### src/rtl/dmem_pkg.sv
// Shared definitions for the data-memory access arbiter.
//   DATA_W / ADDR_W / DEPTH : word width, address width, implemented words
//   state_t                 : access sequencer states
//   PORT_A / PORT_B         : requester ids (CPU load/store, debug/loader)
package dmem_pkg;

  localparam int DATA_W = 16;
  localparam int ADDR_W = 16;
  localparam int DEPTH  = 64;

  typedef enum logic [1:0] {
    IDLE,
    ADDR,
    ACCESS,
    DONE
  } state_t;

  localparam logic PORT_A = 1'b0;
  localparam logic PORT_B = 1'b1;

endpackage

### src/rtl/rr_arb2.sv
// Two-way round-robin arbiter.
//   clk, reset : clock, async active-low reset
//   req[1:0]   : request vector, bit 0 = port A, bit 1 = port B
//   update     : strobe, advance the pointer past the current winner
//   gnt[1:0]   : one-hot grant (combinational)
// The pointer resets to favour A on a tie.
module rr_arb2 (
  input  logic       clk,
  input  logic       reset,
  input  logic [1:0] req,
  input  logic       update,
  output logic [1:0] gnt
);

  logic favour_b;

  always_comb begin
    gnt = 2'b00;
    case (req)
      2'b01:   gnt = 2'b01;
      2'b10:   gnt = 2'b10;
      2'b11:   gnt = favour_b ? 2'b10 : 2'b01;
      default: gnt = 2'b00;
    endcase
  end

  // After A is served B is favoured, and vice versa.
  always_ff @(posedge clk or negedge reset) begin
    if (!reset) begin
      favour_b <= 1'b0;
    end else if (update && (gnt != 2'b00)) begin
      favour_b <= gnt[0];
    end
  end

endmodule

### src/rtl/dmem_arbiter.sv
// Shares the single port of the 64-word data memory between the CPU
// load/store stage (A) and the debug/loader port (B).
//   clk, reset            : clock, async active-low reset
//   a_* / b_*             : req/we/addr/wdata in; gnt/done pulses, rdata/err out
//   mem_addr, mem_din     : memory address / write data (held from the latch)
//   mem_wea               : memory write enable, only ever high in ACCESS
//   mem_dout              : memory read data, captured at the end of ACCESS
//
// state  | meaning
// IDLE   | waiting for a request; arbitrate and latch the winner
// ADDR   | address/data presented to memory, grant pulse to winner
// ACCESS | write strobe or read capture (in-range addresses only)
// DONE   | done pulse with read data / error to winner
module dmem_arbiter
  import dmem_pkg::*;
(
  input  logic              clk,
  input  logic              reset,
  input  logic              a_req,
  input  logic              a_we,
  input  logic [ADDR_W-1:0] a_addr,
  input  logic [DATA_W-1:0] a_wdata,
  output logic              a_gnt,
  output logic              a_done,
  output logic [DATA_W-1:0] a_rdata,
  output logic              a_err,
  input  logic              b_req,
  input  logic              b_we,
  input  logic [ADDR_W-1:0] b_addr,
  input  logic [DATA_W-1:0] b_wdata,
  output logic              b_gnt,
  output logic              b_done,
  output logic [DATA_W-1:0] b_rdata,
  output logic              b_err,
  output logic [ADDR_W-1:0] mem_addr,
  output logic [DATA_W-1:0] mem_din,
  output logic              mem_wea,
  input  logic [DATA_W-1:0] mem_dout
);

  localparam logic [ADDR_W-1:0] DEPTH_ADDR = ADDR_W'(DEPTH);

  state_t            state, state_nxt;
  logic              win_id;
  logic              lat_we;
  logic [ADDR_W-1:0] lat_addr;
  logic [DATA_W-1:0] lat_wdata;
  logic [DATA_W-1:0] rdata_q;
  logic [1:0]        arb_gnt;
  logic              arb_update;
  logic              in_range;

  rr_arb2 u_arb (
    .clk    (clk),
    .reset  (reset),
    .req    ({b_req, a_req}),
    .update (arb_update),
    .gnt    (arb_gnt)
  );

  assign in_range = (lat_addr < DEPTH_ADDR);
  assign mem_addr = lat_addr;
  assign mem_din  = lat_wdata;

  always_ff @(posedge clk or negedge reset) begin
    if (!reset) begin
      state <= IDLE;
    end else begin
      state <= state_nxt;
    end
  end

  // Outputs decode from registered state only, so reset clears them
  // (including mem_wea) asynchronously.
  always_comb begin
    state_nxt  = state;
    arb_update = 1'b0;
    a_gnt      = 1'b0;
    b_gnt      = 1'b0;
    a_done     = 1'b0;
    b_done     = 1'b0;
    a_rdata    = '0;
    b_rdata    = '0;
    a_err      = 1'b0;
    b_err      = 1'b0;
    mem_wea    = 1'b0;
    case (state)
      IDLE: begin
        if (a_req || b_req) begin
          arb_update = 1'b1;
          state_nxt  = ADDR;
        end
      end
      ADDR: begin
        a_gnt     = (win_id == PORT_A);
        b_gnt     = (win_id == PORT_B);
        state_nxt = ACCESS;
      end
      ACCESS: begin
        mem_wea   = lat_we && in_range;
        state_nxt = DONE;
      end
      DONE: begin
        a_done    = (win_id == PORT_A);
        b_done    = (win_id == PORT_B);
        a_rdata   = (win_id == PORT_A) ? rdata_q : '0;
        b_rdata   = (win_id == PORT_B) ? rdata_q : '0;
        a_err     = (win_id == PORT_A) && !in_range;
        b_err     = (win_id == PORT_B) && !in_range;
        state_nxt = IDLE;
      end
      default: state_nxt = IDLE;
    endcase
  end

  always_ff @(posedge clk or negedge reset) begin
    if (!reset) begin
      win_id    <= PORT_A;
      lat_we    <= 1'b0;
      lat_addr  <= '0;
      lat_wdata <= '0;
      rdata_q   <= '0;
    end else begin
      if (arb_update) begin
        win_id    <= arb_gnt[1] ? PORT_B : PORT_A;
        lat_we    <= arb_gnt[1] ? b_we : a_we;
        lat_addr  <= arb_gnt[1] ? b_addr : a_addr;
        lat_wdata <= arb_gnt[1] ? b_wdata : a_wdata;
      end
      // Writes and out-of-range reads return zero data.
      if (state == ACCESS) begin
        rdata_q <= (!lat_we && in_range) ? mem_dout : '0;
      end
    end
  end

endmodule
### config.mk
export PLATFORM = sky130hd
export DESIGN_NAME = dmem_arbiter
export DESIGN_NICKNAME = d
export VERILOG_FILES = /design/src/rtl/dmem_pkg.sv /design/src/rtl/rr_arb2.sv /design/src/rtl/dmem_arbiter.sv
export SDC_FILE = /design/constraint.sdc
export NUM_CORES = 1
export LEC_CHECK = 0
export CORE_UTILIZATION = 35
export DETAILED_ROUTE_END_ITERATION = 10
export GPL_TIMING_DRIVEN = 0
export HOLD_SLACK_MARGIN = 0.02
export PLACE_DENSITY = 0.73
export SKIP_LAST_GASP = 1
export SYNTH_ARGS = -nofsm -noshare
export SYNTH_HDL_FRONTEND = slang
export SYNTH_SLANG_ARGS = --single-unit
### constraint.sdc
create_clock -name clk -period 2.1 [get_ports clk]
set_input_delay 0.315 -clock clk [delete_from_list [all_inputs] [get_ports clk]]
set_output_delay 0.315 -clock clk [all_outputs]
set_load 0.05 [all_outputs]
Word level (Yosys, flattened, before mapping)
Cells that the tools add are included.
{"block": "totals", "output_inout_bits": 71, "inputBits": 86, "ff_bits": 53, "elab_cells": 48}
{"block": "op_classes", "n_mux": 22, "bitwise": 1, "reduce_logical": 10, "n_lt_le_gt_ge": 1, "n_eq_ne": 7}
{"operator": "16-bit 2-to-1 mux", "count": 7}
{"operator": "16-bit by 7-bit less-than comparator with 1-bit output (second input constant)", "count": 1}
{"operator": "1-bit 2-to-1 mux", "count": 11}
{"operator": "2-bit equality test (second input constant)", "count": 4}
{"operator": "2-bit case mux with 4 select lines", "count": 1}
{"operator": "2-bit case mux with 3 select lines", "count": 1}
{"operator": "1-bit logical AND", "count": 5}
{"operator": "2-bit by 1-bit equality test with 1-bit output (second input constant)", "count": 2}
{"operator": "2-bit 2-to-1 mux", "count": 2}
{"operator": "1-bit logical NOT", "count": 2}
{"operator": "2-bit logical NOT", "count": 1}
{"operator": "2-bit != test (second input constant)", "count": 1}
{"operator": "2-bit nonzero test", "count": 1}
{"operator": "1-bit logical OR", "count": 1}
{"operator": "1-bit NOT", "count": 1}

Depth between registers and ports, before layout
{"block": "depth", "ltp_word": 4, "mapped_depth": 6, "depth_no_buf": 5}

Modules after synthesis
A second synthesis with hierarchy kept.
{"block": "unflattened", "cells_unflattened": 284, "area_unflattened_um2": 2793.9}
{"mod": "dmem_arbiter", "n_inst": 1, "cells_per_inst": 278, "area_each_um2": 2738.9, "seq_area_each_um2": 1301.2}
{"mod": "rr_arb2", "n_inst": 1, "cells_per_inst": 6, "area_each_um2": 55.1, "seq_area_each_um2": 25.0}

Worst setup path after synthesis
Ideal clock, no wire load.
{"block": "synth_path", "path_type": "flip-flop to output port", "from": "register lat_addr[15] (netlist: mem_addr[15])", "to": "output port a_err", "arrival_time_ns": 2.108, "slack_ns": -0.323, "required_ns": 1.785, "n_path_buf": 1, "path_stages_with_launch": 4, "path_cell_list": "dfrtp_1 -> nor4_4 -> buf_6 -> a21boi_0"}
{"block": "synth_between", "elab_chain_cells": 4}
{"element": "start: declaration", "line_no": "dmem_arbiter.sv:46", "source": "logic [ADDR_W-1:0] lat_addr;"}
{"element": "start signal: assignment", "line_no": "dmem_arbiter.sv:127", "source": "lat_addr <= arb_gnt[1] ? b_addr : a_addr;"}
{"element": "16-bit by 7-bit less-than comparator with 1-bit output", "line_no": "dmem_arbiter.sv:61", "source": "assign in_range = (lat_addr < DEPTH_ADDR);"}
{"element": "1-bit logical NOT", "line_no": "dmem_arbiter.sv:108", "source": "a_err = (win_id == PORT_A) && !in_range;"}
{"element": "1-bit logical AND", "line_no": "dmem_arbiter.sv:108"}
{"element": "1-bit 2-to-1 mux", "line_no": "dmem_arbiter.sv:87", "source": "case (state)"}
{"element": "end: declaration", "line_no": "dmem_arbiter.sv:26", "source": "output logic a_err,"}
No other way between the ends.

Worst setup path in the final report
{"block": "layout_path", "from": "register state[0]", "to": "output port mem_wea"}
{"block": "layout_between", "elab_chain_cells": 2}
{"element": "start: declaration", "line_no": "dmem_arbiter.sv:43", "source": "state_t state, state_nxt;"}
{"element": "start signal: assignment", "line_no": "dmem_arbiter.sv:69", "source": "state <= state_nxt;"}
{"element": "2-bit equality test", "line_no": "dmem_arbiter.sv:87"}
{"element": "1-bit 2-to-1 mux", "line_no": "dmem_arbiter.sv:87"}
{"element": "end: declaration", "line_no": "dmem_arbiter.sv:37", "source": "output logic mem_wea,"}
No other way between the ends.

==> metrics.txt <==
status complete, no violations; antenna violations before repair 0; Via Count 3094; Synth cell types 28; CP endpoint kind output pin; drt drc 0; slowest cell on the critical path dfrtp_1; CP Cell Sequence inv_1, ha_4, buf_4, and4_2, clkbuf_4; total grt overflow 0; cell area after placement 0.00458 mm²; Post-Synthesis Net Count 419; R2R depth 6; PwrDens 1270 mW/mm²; Synth Area per Inst 8.77 µm²; Initial Util 36.6%; DIE WIDTH 92.6 µm; largest cells by area after synthesis dfrtp_1 46%, a31oi_1 7.4%, nor2_1 6.5%; prevailing post-synth register cell dfrtp_1; Seq/Total Area, Yosys 46.1%; Ports 157; Final GP Congestion 0.803; CTS clk-pin slew, worst paths 0.10 ns; Max Cap Viol 0; RSZ-0062 raised after global routing yes; # diodes 0; worst min path class in -> async; global-route wire length before repair 14.8 mm; die height 92.6 µm; CORE AREA 0.00785 mm²; maximum vdd drop 807 µV; Synth async-reset ratio 100%; top cell type's share of synthesized area 46.1%; Slew Viols, Final 0; dpl hpwl 7.13 mm; ANT nets after route 0; startpoint types register; Worst EP arrival 1.71 ns; largest net degree at the start of global routing 39; reg2reg setup slack 0.29 ns; synth warn 0; Final Power 5.89 mW; reg-to-reg startpoint state[0]; DRT Pass-1 Iters 4; Root Buffer clkbuf_8; Layout Nets 589; All-Layer GR Usage 21.7%; Leak Pwr 1.88 nW; Syn-to-layout area delta 61.5%; clock sinks 53; WP data required 1.78 ns; slew of the pin with the lowest slew margin 0.629 ns; detailed-route vias per instance 5.15; number of H-tree levels 2; Final Cell Area 0.00464 mm²; Final Hold Vio Count 0; Crit path largest cell delay 0.41 ns; Worst-Skew Late Latency 0.31 ns; Synth Instances 328; CTS Buffer Depth 2; CTS Buf Count 5; Final period util 96.2%; Period minus WS final 2.02 ns; Max FO, Critical Path 10; worst r2r dst lat_we; final setup vio count 0; top post-synthesis cells by count 53 x dfrtp_1, 50 x nor2_1, 34 x a31oi_1, 34 x nand3_1, 34 x o21ai_0; drt first-iter violations 108; CTS tree done; final wirelength 9.34 mm; number of synthesized flops with an enable pin 0; Slew HR 58.1%; Yosys top cell by area dfrtp_1; share of layout cells above drive strength 1 15.8%; Mapped Area 0.00288 mm²; die area 0.00858 mm²; max frequency 495 MHz; Port-buffer cells 156; kind of critical path reg -> out; most common cell in the netlist dfrtp_1; Post-Route Skew 0.00778 ns; register bit total from synthesis 53; vias in the first global route 2917; row count 32; WL/cell 15.5 µm
[kinds of logic (layout without fill, tap and decap cells)]
logic type / Yosys count / after routing / share of synthesized area [%]
DFF: 53 / 53 / 46.1
and+or+nand+nor: 129 / 129 / 24.2
buffers and inverters: 51 / 222 / 7.57
adders and majority gates: 5 / 5 / 2.18
AOI/OAI and AO/OA: 89 / 89 / 19.6
muxes: 1 / 1 / 0.392
[cell type report]
| cell class | instances | area [µm²] |
|---|---|---|
| fill | 730 | 3200 |
| timing repair buffer | 164 | 1500 |
| multi-input combinational | 224 | 1370 |
| sequential | 53 | 1330 |
| buffer | 29 | 143 |
| tap | 102 | 128 |
| inverter | 21 | 78.8 |
| clock buffer | 5 | 68.8 |
| clock inverter | 3 | 25.0 |
[flip-flops by register name, summed over array words and instances, names as in the netlist]
| signal | count |
|---|---|
| rdata_q | 16 |
| win_id | 1 |
| mem_din | 16 |
| state | 2 |
| lat_we | 1 |
| u_arb.favour_b | 1 |
| mem_addr | 16 |
[timing repair]
item,in CTS,in global routing
endpoints found under the hold margin,15,0
resized for setup,109,77
endpoints found under the setup margin,39,38
hold buffers,1,0
pin swaps,1,0
buffers inserted,2,4
[metrics by stage]
| stage | TNS (ns) | std cells | util, % | setup WS [ns] | hold slack, ns |
|---|---|---|---|---|---|
| 2_1_floorplan | 0 | 328 | - | 0.0371 | 0.0194 |
| 3_3_place_gp | -54.80 | 586 | 58.2 | -0.892 | 0.485 |
| 3_5_place_dp | -9.11 | 587 | 58.4 | -0.461 | 0.256 |
| 4_1_cts | -2.70 | 597 | 60.3 | -0.259 | 0.460 |
| 5_1_grt | -0.154 | 601 | 59.2 | -0.0574 | 0.480 |
| 6_report | 0 | 601 | 59.2 | 0.0793 | 0.466 |
[power breakdown]
part	total [mW]	switching, mW	leakage [nW]	internal [mW]
logic	3.58	2.32	1.20	1.26
registers	1.69	0.307	0.638	1.39
clock network	0.610	0.368	0.0447	0.242
[critical path, delay by kind of cell (launching register included)]
kind / cells / cell delay, ns
adder cells (fa/ha/maj): 1 / 0.20
AND/OR/NAND/NOR: 1 / 0.21
flip-flops: 1 / 0.41
buffers and inverters: 3 / 0.58
[placed cells by master (no fill, tap or decap), drive strengths merged, types with 5 or more instances in the layout]
master,n
a31oi,34
and2,18
buf,39
clkbuf,33
clkdlybuf4s15,6
clkdlybuf4s50,116
dfrtp,53
ha,5
inv,22
nand3,34
nand4b,16
nor2,50
o21ai,34
o22ai,16
[worst max-delay path by stage]
stage                 startpoint          end  slack (ns)
detailed placement      state[1]   a_rdata[8]       -0.46
global route            state[0]   a_rdata[9]       -0.06
floorplan           mem_addr[15]        b_err        0.04
global placement           reset  mem_addr[2]       -0.89
finish                  state[0]      mem_wea        0.08
CTS                     state[1]   a_rdata[8]       -0.26
[routing by layer]
metal  up-vias  GRT usage (%)  wire length [µm]
met2       164           38.0              4420
met1      1425           25.9              3770
li1       1496              -                 -
met4         0           3.85                73
met5         -              0                 0
met3         9           7.39              1080
No activity file was read; power rests on OpenSTA's default activity.
